### config.mk
export PLATFORM = sky130hd
export DESIGN_NAME = hier_node_arb
export DESIGN_NICKNAME = d
export VERILOG_FILES = /design/src/rtl/hier_node_pkg.sv /design/src/rtl/hier_node_fifo.sv /design/src/rtl/hier_node_arb.sv
export SDC_FILE = /design/constraint.sdc
export NUM_CORES = 1
export LEC_CHECK = 0
export BUFFER_PORTS_ARGS = -buffer_cell sky130_fd_sc_hd__buf_2
export CORE_UTILIZATION = 40
export CTS_BUF_LIST = sky130_fd_sc_hd__clkbuf_8
export CTS_CLUSTER_DIAMETER = 30
export DETAILED_ROUTE_END_ITERATION = 7
export MAX_ROUTING_LAYER = met4
export PLACE_DENSITY_LB_ADDON = 0.12
export SYNTH_ARGS = -nofsm -noshare
export SYNTH_HDL_FRONTEND = slang
export SYNTH_SLANG_ARGS = --single-unit
### constraint.sdc
create_clock -name clk -period 16 [get_ports clk]
set_clock_uncertainty 0.2 [all_clocks]
set_input_delay 1.6 -clock clk [delete_from_list [all_inputs] [get_ports clk]]
set_output_delay 1.6 -clock clk [all_outputs]
set_load 0.005 [all_outputs]
### src/rtl/hier_node_pkg.sv
// Shared types and default sizing for the hierarchical node arbiter.
//   arb_mode_e     : arbitration policy selector (round-robin or fixed priority)
//   *_DEF          : default values for NUM_CH, DATA_W and FIFO_DEPTH
package hier_node_pkg;

   typedef enum logic {
      ARB_RR    = 1'b0,
      ARB_FIXED = 1'b1
   } arb_mode_e;

   localparam int NUM_CH_DEF     = 5;
   localparam int DATA_W_DEF     = 16;
   localparam int FIFO_DEPTH_DEF = 4;

endpackage

### src/rtl/hier_node_fifo.sv
// Per-channel synchronous FIFO with wrap-around pointers and an occupancy count.
//   clk, rst_n : clock, asynchronous active-low reset (empties the FIFO)
//   push_i     : write request, ignored while full
//   pop_i      : read request, ignored while empty
//   wdata_i    : write data
//   rdata_o    : head-of-queue data (valid while not empty)
//   full_o     : occupancy == DEPTH
//   empty_o    : occupancy == 0
module hier_node_fifo
   import hier_node_pkg::*;
#(
   parameter int DATA_W = DATA_W_DEF,
   parameter int DEPTH  = FIFO_DEPTH_DEF
) (
   input  logic              clk,
   input  logic              rst_n,
   input  logic              push_i,
   input  logic              pop_i,
   input  logic [DATA_W-1:0] wdata_i,
   output logic [DATA_W-1:0] rdata_o,
   output logic              full_o,
   output logic              empty_o
);

   localparam int AW = $clog2(DEPTH);

   logic [DATA_W-1:0] mem_q [DEPTH];
   logic [AW-1:0]     wptr_q;
   logic [AW-1:0]     rptr_q;
   logic [AW:0]       cnt_q;
   logic              do_push;
   logic              do_pop;

   assign full_o  = (cnt_q == (AW+1)'(DEPTH));
   assign empty_o = (cnt_q == '0);
   assign do_push = push_i & ~full_o;
   assign do_pop  = pop_i & ~empty_o;
   assign rdata_o = mem_q[rptr_q];

   // DEPTH is a power of two, so the pointers wrap by natural overflow.
   always_ff @(posedge clk or negedge rst_n) begin
      if (!rst_n) begin
         wptr_q <= '0;
         rptr_q <= '0;
         cnt_q  <= '0;
      end else begin
         if (do_push) wptr_q <= wptr_q + 1'b1;
         if (do_pop)  rptr_q <= rptr_q + 1'b1;
         case ({do_push, do_pop})
            2'b10:   cnt_q <= cnt_q + 1'b1;
            2'b01:   cnt_q <= cnt_q - 1'b1;
            default: cnt_q <= cnt_q;
         endcase
      end
   end

   // Storage needs no reset: a zero count makes stale entries unreachable.
   always_ff @(posedge clk) begin
      if (do_push) mem_q[wptr_q] <= wdata_i;
   end

endmodule

### src/rtl/hier_node_arb.sv
// Merges NUM_CH buffered child streams into one registered output stream.
//   clk, rst_n : clock, asynchronous active-low reset
//   in_valid   : per-channel payload valid
//   in_data    : per-channel payload, channel i at [i*DATA_W +: DATA_W]
//   in_ready   : per-channel accept (FIFO not full)
//   ch_en      : per-channel grant enable
//   out_valid  : merged payload valid
//   out_data   : merged payload
//   out_ch     : source channel of out_data
//   out_ready  : downstream accept
//   busy       : any FIFO non-empty or out_valid high
module hier_node_arb
   import hier_node_pkg::*;
#(
   parameter int        NUM_CH     = NUM_CH_DEF,
   parameter int        DATA_W     = DATA_W_DEF,
   parameter int        FIFO_DEPTH = FIFO_DEPTH_DEF,
   parameter arb_mode_e ARB_MODE   = ARB_RR,
   localparam int       IDX_W      = (NUM_CH > 1) ? $clog2(NUM_CH) : 1
) (
   input  logic                     clk,
   input  logic                     rst_n,
   input  logic [NUM_CH-1:0]        in_valid,
   input  logic [NUM_CH*DATA_W-1:0] in_data,
   output logic [NUM_CH-1:0]        in_ready,
   input  logic [NUM_CH-1:0]        ch_en,
   output logic                     out_valid,
   output logic [DATA_W-1:0]        out_data,
   output logic [IDX_W-1:0]         out_ch,
   input  logic                     out_ready,
   output logic                     busy
);

   logic [DATA_W-1:0] head [NUM_CH];
   logic [NUM_CH-1:0] full;
   logic [NUM_CH-1:0] empty;
   logic [NUM_CH-1:0] pop;
   logic [NUM_CH-1:0] elig;
   logic              loadable;
   logic              gnt_any;
   logic [IDX_W-1:0]  gnt_idx;
   logic [DATA_W-1:0] gnt_data;

   logic              out_valid_q;
   logic [DATA_W-1:0] out_data_q;
   logic [IDX_W-1:0]  out_ch_q;
   logic [IDX_W-1:0]  last_grant_q;

   for (genvar g = 0; g < NUM_CH; g++) begin : g_ch
      hier_node_fifo #(
         .DATA_W (DATA_W),
         .DEPTH  (FIFO_DEPTH)
      ) u_fifo (
         .clk     (clk),
         .rst_n   (rst_n),
         .push_i  (in_valid[g]),
         .pop_i   (pop[g]),
         .wdata_i (in_data[g*DATA_W +: DATA_W]),
         .rdata_o (head[g]),
         .full_o  (full[g]),
         .empty_o (empty[g])
      );
      assign pop[g] = loadable & gnt_any & (gnt_idx == IDX_W'(g));
   end

   assign in_ready = ~full;
   assign elig     = ~empty & ch_en;
   assign loadable = ~out_valid_q | out_ready;

   // Both searches walk from lowest to highest priority so the last hit wins.
   always_comb begin
      gnt_any = 1'b0;
      gnt_idx = '0;
      if (ARB_MODE == ARB_FIXED) begin
         for (int i = NUM_CH - 1; i >= 0; i--) begin
            if (elig[i]) begin
               gnt_any = 1'b1;
               gnt_idx = IDX_W'(i);
            end
         end
      end else begin
         // Offset NUM_CH (last_grant itself) is lowest priority, offset 1 highest.
         for (int off = NUM_CH; off >= 1; off--) begin
            if (elig[(int'(last_grant_q) + off) % NUM_CH]) begin
               gnt_any = 1'b1;
               gnt_idx = IDX_W'((int'(last_grant_q) + off) % NUM_CH);
            end
         end
      end
   end

   always_comb begin
      gnt_data = '0;
      for (int i = 0; i < NUM_CH; i++) begin
         if (gnt_idx == IDX_W'(i)) gnt_data = head[i];
      end
   end

   always_ff @(posedge clk or negedge rst_n) begin
      if (!rst_n) begin
         out_valid_q  <= 1'b0;
         out_data_q   <= '0;
         out_ch_q     <= '0;
         last_grant_q <= IDX_W'(NUM_CH - 1);
      end else if (loadable) begin
         out_valid_q <= gnt_any;
         if (gnt_any) begin
            out_data_q   <= gnt_data;
            out_ch_q     <= gnt_idx;
            last_grant_q <= gnt_idx;
         end
      end
   end

   assign out_valid = out_valid_q;
   assign out_data  = out_data_q;
   assign out_ch    = out_ch_q;
   assign busy      = out_valid_q | ~(&empty);

endmodule
==> impl_results.md <==
* PwrDens at around 230 nW/um2
* Crit-path max cell delay at between 1000 and 1500 ps
* Buf+Inv Stages, Crit Path at 4
* Min-Delay Path Class: flip-flop to flip-flop
* Global-route wire length before repair at a little over 60000 um
* Placed Area at roughly 18000 um2
* Nets at around 1400
* First-pass DRT Iterations at 5
* Buffer depth of the longest clock path at 3
* H-Tree Depth at 3
* TritonCTS clock tree: built
* Routability cong. at approximately 0.87
* CP max FO at 34
* Synth Flop Type: edfxtp_1
* DR vias at around 9800
* Commonest cells after routing, fill and taps aside: 320 x edfxtp_1, 118 x buf_2, 94 x clkbuf_8, 83 x mux4_2, 59 x inv_1
* Reg-to-reg startpoint: out_ch[0]
* CTS Hold Bufs at 0
* Detailed router's first-iteration violation count at between 500 and 600
* Initial Util at between 40% and 50%
* Share of cells above drive strength 1 at 30.2%
* GR Util All Layers at between 10% and 20%
* # port buffers at ~120
* Routed WL at ~40000 um
* Synth-to-layout area growth at 18.5%
* Final period util at a little over half
* WL/cell at 21.8 um
* Worst path slowest cell: o41ai_2
* Clock transition at path regs at 50 ps
* Layout Utilization at about half
* ANT nets after route at 0
* FF-to-FF End: g_ch[0].u_fifo.cnt_q[2]
* GRT overflow at 0
* Synth Register Bits at approximately 380
* Hold Violations, Final at 0
* Vias per cell at between 5 and 6
* Required time worst endpoint at 16350 ps
* Slew HR at 21.6%
* Largest net degree at the start of global routing at 57
* Run status: finished clean
* # resized after CTS at 0
* Worst slew pin tran at 1160 ps
* Post-Syn Area at between 15000 and 20000 um2
* Worst r2r path cells at 25
* # clock sinks at approximately 380
* MaxCap Viol Count at 0
* Synth warn at 0
* Setup total negative slack at 0 ps
* Post-synthesis sequential area ratio at 64.6%
* Die ar. at between 40000 and 50000 um2
* Core area at about 42000 um2
* Critical path class: flip-flop to flip-flop
* Mapped Cells at approximately 1100
* Most common cell after layout, fill and taps aside: edfxtp_1
* Initial antenna violation count at 1
* Maximum VDD drop at ~0.13 mV
* Flop-to-flop setup slack at 7450 ps
* CP Capture Type: flip-flop
* Cell Rows at between 70 and 80
* Critical Path Start: out_ch[0]
* Die W at about 210 um
* Clk Latency, worst-skew pair at between 600 and 700 ps
* Nature of the critical path startpoint: flip-flop
* Async set-reset flop share out of synthesis at around 15%
* Drc violations at 0
* Postcts setup bufs at 0
* Avg Synthesized Cell Area at between 15 and 20 um2
* Finished Cell Area at roughly 20000 um2
* DIE HEIGHT at around 210 um
* CP top delay family: compound AO/OA/AOI/OAI gates
* Critical Path Most Common Cell: ha_1
* Setup violators final at 0
* Root Driver: clkbuf_8
* Detailed-placement wirelength estimate at about 27000 um
* CP Capture Point: g_ch[0].u_fifo.cnt_q[2]
* Final min period at 8550 ps
* Arr. time, crit path at just under 9000 ps
* Post-synth EDFFs at between 300 and 400
* Synth unique cells at between 80 and 90
* RSZ-0062 raised after global routing: no
* Synth Net Count at around 1200
* Max frequency at approximately 120 MHz
* Static leakage at between 0.007 and 0.008 uW
* Via count of the first global-routing pass at approximately 10000
* I/O pin total at about 120
* Pins over their slew limit at 0
* Number of cells on the critical path at 25
* Total CTS buffers at 90
[through the flow]
step	hold slack, ps	setup WS [ps]	cells	power, uW
2_1_floorplan	256	9930	1055	2900
3_3_place_gp	257	7680	1677	3490
3_5_place_dp	273	7490	1677	3520
4_1_cts	287	7460	1843	4760
5_1_grt	324	6820	1844	5010
6_report	281	7450	1844	4700
[worst reg2reg max path, delay by kind of cell (launching register included)]
family,cells,cell delay (ps)
AO/OA/AOI/OAI,7,2160
AND/OR/NAND/NOR,6,2030
adder cells (fa/ha/maj),5,1900
buffers and inverters,4,1200
XOR/XNOR,3,670
flip-flops,1,320
[how the worst min path moves through the flow]
stage	start	endpoint	slack, ps	depth (start not counted)
after detailed placement	out_data[4]	out_data[4]	270	2
after global routing	g_ch[2].u_fifo.rptr_q[0]	g_ch[2].u_fifo.rptr_q[0]	320	1
after CTS	out_data[0]	out_data[0]	290	2
after global placement	out_data[4]	out_data[4]	260	2
after floorplan	g_ch[4].u_fifo.cnt_q[2]	g_ch[4].u_fifo.cnt_q[2]	260	1
final	out_data[0]	out_data[0]	280	2
[routing by layer]
| metal | wire length, um | GRT usage (%) | vias up |
|---|---|---|---|
| met1 | 18100 | 26.0 | 4939 |
| met4 | 669 | 6.28 | 0 |
| li1 | - | - | 4538 |
| met5 | 0 | - | - |
| met2 | 19000 | 29.8 | 283 |
| met3 | 2500 | 4.89 | 58 |
[area by class of cell]
cell class,count,area (um2)
diodes,1,2.50
clock inverters,72,708
fillers,3618,21700
multi-input cells,578,5630
repair buffers,131,688
clock buffers,94,1290
well taps,539,674
flip-flops and latches,376,11000
inverters,53,199
[synthesized netlist by cell type, types with 15 or more instances]
cell type | number | share of area, %
nand2_1 | 36 | 0.79
mux4_2 | 83 | 11
dfrtp_1 | 55 | 8.1
nor2_1 | 44 | 0.97
o21ai_0 | 31 | 0.91
ha_1 | 51 | 3.7
xor2_1 | 20 | 1.0
nor3_1 | 23 | 0.68
a211o_1 | 18 | 0.92
edfxtp_1 | 320 | 56
clkbuf_1 | 28 | 0.62
o211a_1 | 15 | 0.88
inv_1 | 49 | 1.1
a21oi_1 | 18 | 0.53
a21boi_0 | 17 | 0.75
xnor2_1 | 20 | 1.0
and3_1 | 33 | 1.2
[kinds of logic after synthesis]
logic type      synth area share (%)
flops                           64.6
xor+xnor                        2.15
simple gates                    6.82
buf+inv                         2.38
mux                             12.5
fa+ha+maj                       4.33
compound gates                  7.18
[power breakdown]
group / switching, uW / total, uW / internal, uW / leakage [uW]
logic: 1180 / 2000 / 822 / 0.00289
clock network: 474 / 1230 / 751 / 0.00102
registers: 140 / 1470 / 1330 / 0.00359
[registers in the layout, indices dropped and copies added, names as in the netlist]
register            count
out_ch                  3
last_grant_q            1
g_ch.u_fifo.cnt_q      15
g_ch.u_fifo.rptr_q     10
g_ch.u_fifo.wptr_q     10
out_valid               1
g_ch.u_fifo.mem_q     320
out_data               16
Note: power is estimated with default switching activity, not from simulation.
